===== src/rtl/dmem_responder_if.sv =====
// CPU data-memory request/response bus between a load/store unit (master)
// and a memory responder (slave).
interface dmem_responder_if;
   logic        req_valid;
   logic        req_ready;
   logic        req_write;
   logic [31:0] req_addr;
   logic [31:0] req_wdata;
   logic        resp_valid;
   logic        resp_ready;
   logic [31:0] resp_rdata;
   logic        resp_err;

   modport master (
      output req_valid, req_write, req_addr, req_wdata, resp_ready,
      input  req_ready, resp_valid, resp_rdata, resp_err
   );

   modport slave (
      input  req_valid, req_write, req_addr, req_wdata, resp_ready,
      output req_ready, resp_valid, resp_rdata, resp_err
   );
endinterface


===== src/rtl/dmem_responder.sv =====
// Single-request data-memory responder with programmable wait states.
// Define DMEM_ALIGN_CHECK_EN to reject misaligned requests with resp_err.
module dmem_responder #(
   parameter int DEPTH_WORDS = 64,
   parameter int WAIT_STATES = 2
) (
   input  logic            clk,
   input  logic            rst_n,
   dmem_responder_if.slave bus
);
   localparam int AW = $clog2(DEPTH_WORDS);

   if (DEPTH_WORDS < 2 || DEPTH_WORDS > 1024 ||
       (DEPTH_WORDS & (DEPTH_WORDS - 1)) != 0) begin : g_bad_depth
      $error("DEPTH_WORDS must be a power of two in 2..1024");
   end
   if (WAIT_STATES < 0 || WAIT_STATES > 15) begin : g_bad_wait
      $error("WAIT_STATES must be in 0..15");
   end

   typedef enum logic [1:0] {IDLE, WAIT, RESP} state_t;

   state_t          state, state_nxt;
   logic [3:0]      cnt, cnt_nxt;
   logic            accept, access;

   logic            write_q;
   logic [AW-1:0]   idx_q;
   logic [31:0]     wdata_q;
   logic            misal_q;
   logic            misal_in;
   logic [31:0]     rdata_q;
   logic            err_q;

   logic [31:0]     mem [DEPTH_WORDS];

`ifdef DMEM_ALIGN_CHECK_EN
   assign misal_in = |bus.req_addr[1:0];
   logic unused_addr;
   assign unused_addr = ^bus.req_addr[31:AW+2];
`else
   assign misal_in = 1'b0;
   logic unused_addr;
   assign unused_addr = ^{bus.req_addr[31:AW+2], bus.req_addr[1:0]};
`endif

   always_ff @(posedge clk or negedge rst_n) begin
      if (!rst_n) begin
         state <= IDLE;
         cnt   <= 4'd0;
      end else begin
         state <= state_nxt;
         cnt   <= cnt_nxt;
      end
   end

   always_comb begin
      state_nxt      = state;
      cnt_nxt        = cnt;
      accept         = 1'b0;
      access         = 1'b0;
      bus.req_ready  = 1'b0;
      bus.resp_valid = 1'b0;
      case (state)
         IDLE: begin
            bus.req_ready = 1'b1;
            if (bus.req_valid) begin
               accept    = 1'b1;
               cnt_nxt   = 4'(WAIT_STATES);
               state_nxt = WAIT;
            end
         end
         WAIT: begin
            if (cnt != 4'd0) begin
               cnt_nxt = cnt - 4'd1;
            end else begin
               access    = 1'b1;
               state_nxt = RESP;
            end
         end
         RESP: begin
            bus.resp_valid = 1'b1;
            if (bus.resp_ready) state_nxt = IDLE;
         end
         default: state_nxt = IDLE;
      endcase
   end

   always_ff @(posedge clk or negedge rst_n) begin
      if (!rst_n) begin
         write_q <= 1'b0;
         idx_q   <= '0;
         wdata_q <= 32'd0;
         misal_q <= 1'b0;
         rdata_q <= 32'd0;
         err_q   <= 1'b0;
      end else begin
         if (accept) begin
            write_q <= bus.req_write;
            idx_q   <= bus.req_addr[AW+1:2];
            wdata_q <= bus.req_wdata;
            misal_q <= misal_in;
         end
         // Response fields are only written at the access edge, so they
         // hold stable for the whole RESP phase.
         if (access) begin
            err_q   <= misal_q;
            rdata_q <= (write_q || misal_q) ? 32'd0 : mem[idx_q];
         end
      end
   end

   // Storage is deliberately not reset; access is never high in reset since
   // the state register is already forced to IDLE.
   always_ff @(posedge clk) begin
      if (access && write_q && !misal_q) mem[idx_q] <= wdata_q;
   end

   assign bus.resp_rdata = rdata_q;
   assign bus.resp_err   = err_q;
endmodule


===== src/flat_wrapper.sv =====
// flat-port wrapper written by rule: the top's interface ports become plain ports
module dmem_responder_flat 
#(
   parameter int DEPTH_WORDS = 64,
   parameter int WAIT_STATES = 2
)
  (clk, rst_n, bus_req_valid, bus_req_write, bus_req_addr, bus_req_wdata, bus_resp_ready, bus_req_ready, bus_resp_valid, bus_resp_rdata, bus_resp_err);
  dmem_responder_if bus_i ();
  input  logic clk;
  input  logic rst_n;
  input wire logic [$bits(bus_i.req_valid)-1:0] bus_req_valid;
  input wire logic [$bits(bus_i.req_write)-1:0] bus_req_write;
  input wire logic [$bits(bus_i.req_addr)-1:0] bus_req_addr;
  input wire logic [$bits(bus_i.req_wdata)-1:0] bus_req_wdata;
  input wire logic [$bits(bus_i.resp_ready)-1:0] bus_resp_ready;
  output wire logic [$bits(bus_i.req_ready)-1:0] bus_req_ready;
  output wire logic [$bits(bus_i.resp_valid)-1:0] bus_resp_valid;
  output wire logic [$bits(bus_i.resp_rdata)-1:0] bus_resp_rdata;
  output wire logic [$bits(bus_i.resp_err)-1:0] bus_resp_err;
  assign bus_i.req_valid = bus_req_valid;
  assign bus_i.req_write = bus_req_write;
  assign bus_i.req_addr = bus_req_addr;
  assign bus_i.req_wdata = bus_req_wdata;
  assign bus_i.resp_ready = bus_resp_ready;
  assign bus_req_ready = bus_i.req_ready;
  assign bus_resp_valid = bus_i.resp_valid;
  assign bus_resp_rdata = bus_i.resp_rdata;
  assign bus_resp_err = bus_i.resp_err;
  dmem_responder #(.DEPTH_WORDS(DEPTH_WORDS), .WAIT_STATES(WAIT_STATES)) u_core (.clk(clk), .rst_n(rst_n), .bus(bus_i));
endmodule

===== config.mk =====
export PLATFORM = sky130hd
export DESIGN_NAME = dmem_responder_flat
export DESIGN_NICKNAME = d
export VERILOG_FILES = /design/src/rtl/dmem_responder_if.sv /design/src/rtl/dmem_responder.sv /design/src/flat_wrapper.sv
export SDC_FILE = /design/constraint.sdc
export NUM_CORES = 2
export LEC_CHECK = 0
export ABC_AREA = 1
export CAP_MARGIN = 20
export CORE_MARGIN = 3
export CORE_UTILIZATION = 53
export CTS_CLUSTER_DIAMETER = 50
export DETAILED_ROUTE_END_ITERATION = 16
export GPL_ROUTABILITY_DRIVEN = 0
export GPL_TIMING_DRIVEN = 0
export HOLD_SLACK_MARGIN = 0.05
export PLACE_DENSITY = 0.65
export SLEW_MARGIN = 20
export SYNTH_ARGS = -nofsm -noshare
export SYNTH_HDL_FRONTEND = slang
export SYNTH_SLANG_ARGS = --single-unit

===== constraint.sdc =====
create_clock -name clk -period 4 [get_ports clk]
set_clock_uncertainty 0.1 [all_clocks]
set_input_delay 0.6 -clock clk [delete_from_list [all_inputs] [get_ports clk]]
set_output_delay 0.6 -clock clk [all_outputs]
set_load 0.01 [all_outputs]

# Yosys cells after proc, flatten, opt, wreduce, memory -nomap -nowiden
# Memories as Yosys holds them, arrays and structs flattened.
# Cells that the tools add are included.
# word_totals
regBits	77
mem_bits_rw	2048
input_bits	69
wordCells	36
mem_count	1
# memory_table
memory	words	word_bits	rd	rd_ports_with_merged_regs	wr	line	rtl
u_core.mem	64	32	1	0	1	dmem_responder.sv:35	logic [31:0] mem [DEPTH_WORDS];
# op_classes
n_addsub	1
eq_ne	6
mux	16
n_reduce_logical	6
# op_table
op	n
$mux W32	1
$mux W1	8
$mux W4	2
$pmux W4 S2	1
$mux W2	3
$ne A2 B2 Y1 const B	3
$pmux W2 S3	1
$reduce_and A3 Y1	2
$reduce_bool A4 Y1	1
$sub A4 B1 Y4 const B	1
$eq A2 B1 Y1 const B	1
$eq A2 B2 Y1 const B	1
$logic_not A2 Y1	1
$ne A2 B1 Y1 const B	1
$reduce_bool A2 Y1	1
$logic_and A1 B1 Y1	1

# Longest topological paths before layout
# depth
word_depth	6
ltp_mapped	16
mapped_depth_nobuf	13

# Worst setup path before layout
# Ideal clock, no wire load.
# synth_path
path_kind	register -> register
from	reg u_core.cnt[0]
to	mem u_core.mem[0][0], enable pin
setup_ps	421
arrival_time_ps	2982
path_slack_ps	497
path_stages_with_launch	9
n_path_buf	0
period_less_slack_ps	3503
path_cell_list	dfrtp_1 > inv_1 > ha_1 > inv_1 > nor3_1 > nand2_1 > nor2_1 > nand3_1 > nor2_1
# synth_via
elab_chain_len	6
# synth_rtl
item	line	rtl
start, declared	dmem_responder.sv:24	logic [3:0] cnt, cnt_nxt;
start signal, assigned	dmem_responder.sv:53	cnt <= cnt_nxt;
$reduce_bool A4 Y1	dmem_responder.sv:74	if (cnt != 4'd0) begin
$mux W1	dmem_responder.sv:74	
$mux W1	dmem_responder.sv:64	case (state)
$logic_and A1 B1 Y1	dmem_responder.sv:116	if (access && write_q && !misal_q) mem[idx_q] <= wdata_q;
$mux W1	dmem_responder.sv:116	
$mux W1 (implied by the code)	dmem_responder.sv:116	
end, declared	dmem_responder.sv:35	
# No other way between the ends.

# Worst setup path after layout
# layout_path
from	reg u_core.cnt[0]
to	mem u_core.mem[16][4], enable pin
# Same word-level chain as after synthesis.

==> reports/metrics.cfg <==
[logic_synthesis]
syn_nets=8799
synth_area_leaders=edfxtp_1, nand2_1, dfrtp_1, buf_2, nor2_1
synth.avg_cell_area_um2=10.17
synth_top_area_cell=edfxtp_1
synth.ff_latch_count=2125
synth_area_um2=88740
yosysWarnings=0
ys_seq_area_share_pct=71.48
syn_inst=8729
synth.distinct_cells=24
synth_top_area_share_pct=69.31

[outcome]
status=finished clean

[setup_path]
slowest_stage=nor2_4
path_cells=inv_1 -> ha_1 -> inv_1 -> nor3_1 -> nand2_2 -> nor2_4 -> nand3_2 -> nor2_4 -> buf_12
cp_num_buf_inv=3
crit_path_end_kind=flip-flop
path_class=flip-flop to flip-flop
crit_arrival_ps=4290
max_stage_delay_ps=640
critPathTopFamily=simple AND/OR/NAND/NOR gates
start_kind=flip-flop
cp.required_ps=4450
path_max_fanout=25

[finish]
instances_no_fill=11640
design_area_um2=104200
area_delta_synth_final_pct=17.45
layout-drive-gt1-share_pct=10.20
final_nets=9316
fin_util_pct=62.88

[route]
num_vias=64160
ant_nets=0
drtIter0Drc=8629
drcViolationCount=0
drtPass1Iterations=8
wl_per_cell_um=24.01
wirelength_um=279500
drt-vias-per-instance=5.513

[timing]
hold_viol=0
fmax_ghz=0.2603
finalSetupViolCount=0
tightest_slew_ps=1238
maxSlewViolCount=0
hold_slack_ps=127.6
rsz0062_at_grt=false
fin_crit_sh_pct=96.05
period_minus_slack_ps=3842
maxSlewHeadroom_pct=17.49

[hold_path]
hold_path_class=primary input to asynchronous set/reset pin

[cts]
clockRootBuffer=clkbuf_16
cts_tree=done
clkLatencyLatePin_ps=880
clkTransAtPathRegs_ps=60
cts_buffers=218
clockBufferDepth=3
cts_sinks=2125
htreeDepth=4

[floorplan]
chipHeight_um=415.2
initial_core_util_pct=53.54
die_w_um=415.2
pin_count=104
core_region_area_um2=165700
row_count=149
dieArea_um2=172400

[pwr]
power_leakage_nw=44.14
p_total_mw=77.66
vdd_drop_max_mv=0.6052
p_per_area_nw_per_um2=745.1

[global_route]
grt_pass1_vias=59800
grt_pass1_wl_um=399500
antenna_found_initial=10
track_usage_pct=31.88
grt_max_degree=66
grt_overflow_total=0

[place]
dpl_cell_area_um2=95500
place_inst=11100
hpwl_um=193200
port_buffers=76

[run]
max_cap_violations=0

[cell usage in the layout (no fill, tap or decap), types with 2 or more instances in the layout]
master / netlist / layout
nand2_1: 5924 / 5923
edfxtp_1: 2048 / 2048
buf_2: 290 / 290
clkbuf_16: 0 / 221
clkbuf_1: 107 / 143
buf_12: 0 / 89
nor2_1: 150 / 85
clkdlybuf4s50_1: 0 / 75
buf_4: 2 / 68
nor2_4: 0 / 65
buf_16: 0 / 64
clkinv_1: 0 / 47
dfrtp_1: 77 / 45
clkinv_2: 0 / 41
inv_1: 34 / 34
buf_1: 34 / 34
dfrtp_4: 0 / 31
bufinv_16: 0 / 25
diode_2: 0 / 12
clkinvlp_4: 0 / 12
o21ai_0: 10 / 10
nand3_1: 17 / 9
inv_6: 0 / 9
nor3_2: 7 / 8
o211ai_1: 7 / 7
nand3_2: 0 / 6
clkbuf_2: 0 / 6
o21ai_1: 5 / 5
or2_2: 4 / 4
clkinv_8: 0 / 4
clkinv_4: 0 / 4
inv_16: 0 / 4
inv_2: 3 / 3
clkbuf_8: 0 / 3
nand3_4: 0 / 2
a31oi_1: 2 / 2
[kinds of logic (layout without fill, tap and decap cells)]
logic type | count (synthesis) | in the layout | synth area share, %
XOR/XNOR | 1 | 1 | 0.009872
buffers and inverters | 470 | 1179 | 2.406
other | 1 | 13 | 0.004226
flip-flops | 2125 | 2125 | 71.48
AO/OA/AOI/OAI | 25 | 25 | 0.1664
adder cells (fa/ha/maj) | 1 | 1 | 0.01410
AND/OR/NAND/NOR | 6106 | 6106 | 25.92
[worst reg2reg max path, cell delays in order, from the launching register on]
cell and delay, ps:
dfrtp_1 350, inv_1 130, ha_1 210, inv_1 50, nor3_1 250, nand2_2 420
nor2_4 470, nand3_2 620, nor2_4 640, buf_12 260
[repair_timing]
action	4_1_cts	5_1_grt
hold buffers	1	0
gates resized for setup	10	3
pin swaps	25	15
hold endpoints to repair	77	0
endpoints found under the setup margin	2039	368
buffers inserted	72	39
[where the power goes]
group / leakage, nW / switching [mW] / internal [mW] / total [mW]
clock network: 3.51 / 8.73 / 11.8 / 20.6
registers: 19.5 / 2.02 / 27.8 / 29.8
logic: 21.1 / 20.8 / 6.55 / 27.3
total: 44.1 / 31.5 / 46.1 / 77.7
[final cells by class]
| class | count | area, um^2 |
|---|---|---|
| inverter | 37 | 138.9 |
| antenna | 12 | 30.03 |
| buffer | 433 | 2003 |
| sequential | 2125 | 63540 |
| clock buffer | 266 | 5729 |
| timing repair buffer | 297 | 4826 |
| multi-input combinational | 6134 | 23730 |
| fill | 12930 | 61520 |
| tap | 2189 | 2739 |
| clock inverter | 146 | 1481 |
[metal layers]
layer	part of all wire, %	vias up	GRT usage (%)
met5	0	-	0
met4	5.9	0	16.39
met3	11	749	6.993
met2	45	3693	48.79
met1	38	30470	43.19
li1	-	29250	-
[worst paths after layout]
path	from	to	slack, ps	cells after the start
worst min register to register	u_core.bus.resp_rdata[25]$_DFFE_PN0P_	u_core.bus.resp_rdata[25]$_DFFE_PN0P_	390	2
worst max register to register	u_core.cnt[0]$_DFFE_PN0P_	u_core.mem[16][4]$_DFFE_PP_	160	9
min in group clk	bus_req_wdata[10]	u_core.wdata_q[10]$_DFFE_PN0P_	180	3
worst max-delay path	u_core.cnt[0]$_DFFE_PN0P_	u_core.mem[16][4]$_DFFE_PP_	160	9
worst min-delay path	rst_n	u_core.cnt[3]$_DFFE_PN0P_	130	2
max in group asynchronous	rst_n	u_core.bus.resp_rdata[29]$_DFFE_PN0P_	3050	3
[through the flow]
step | setup TNS [ps] | setup WS [ps]
2_1_floorplan | 0 | 496.5
6_report | 0 | 158.1
4_1_cts | 0 | 102.1
3_3_place_gp | -3769090 | -2174
5_1_grt | 0 | 22.28
3_5_place_dp | -788410 | -648.9
[state kept, by name, indices dropped and copies added, names as in the netlist]
signal,count
u_core.mem,2048
u_core.cnt,4
u_core.idx_q,6
u_core.state,2
u_core.write_q,1
u_core.bus.resp_rdata,32
u_core.wdata_q,32
[cell usage after synthesis]
| cell | number |
|---|---|
| inv_1 | 34 |
| buf_2 | 290 |
| nor3_2 | 7 |
| o211ai_1 | 7 |
| nand2_1 | 5924 |
| a31oi_1 | 2 |
| edfxtp_1 | 2048 |
| or2_0 | 1 |
| nor3_1 | 2 |
| clkbuf_1 | 107 |
| nand3_1 | 17 |
| o21ai_1 | 5 |
| nand4_1 | 1 |
| ha_1 | 1 |
| or2_2 | 4 |
| conb_1 | 1 |
| xor2_1 | 1 |
| o21ai_0 | 10 |
| dfrtp_1 | 77 |
| buf_4 | 2 |
| buf_1 | 34 |
| o31ai_1 | 1 |
| inv_2 | 3 |
| nor2_1 | 150 |
Power figures use the tool's default switching activity.
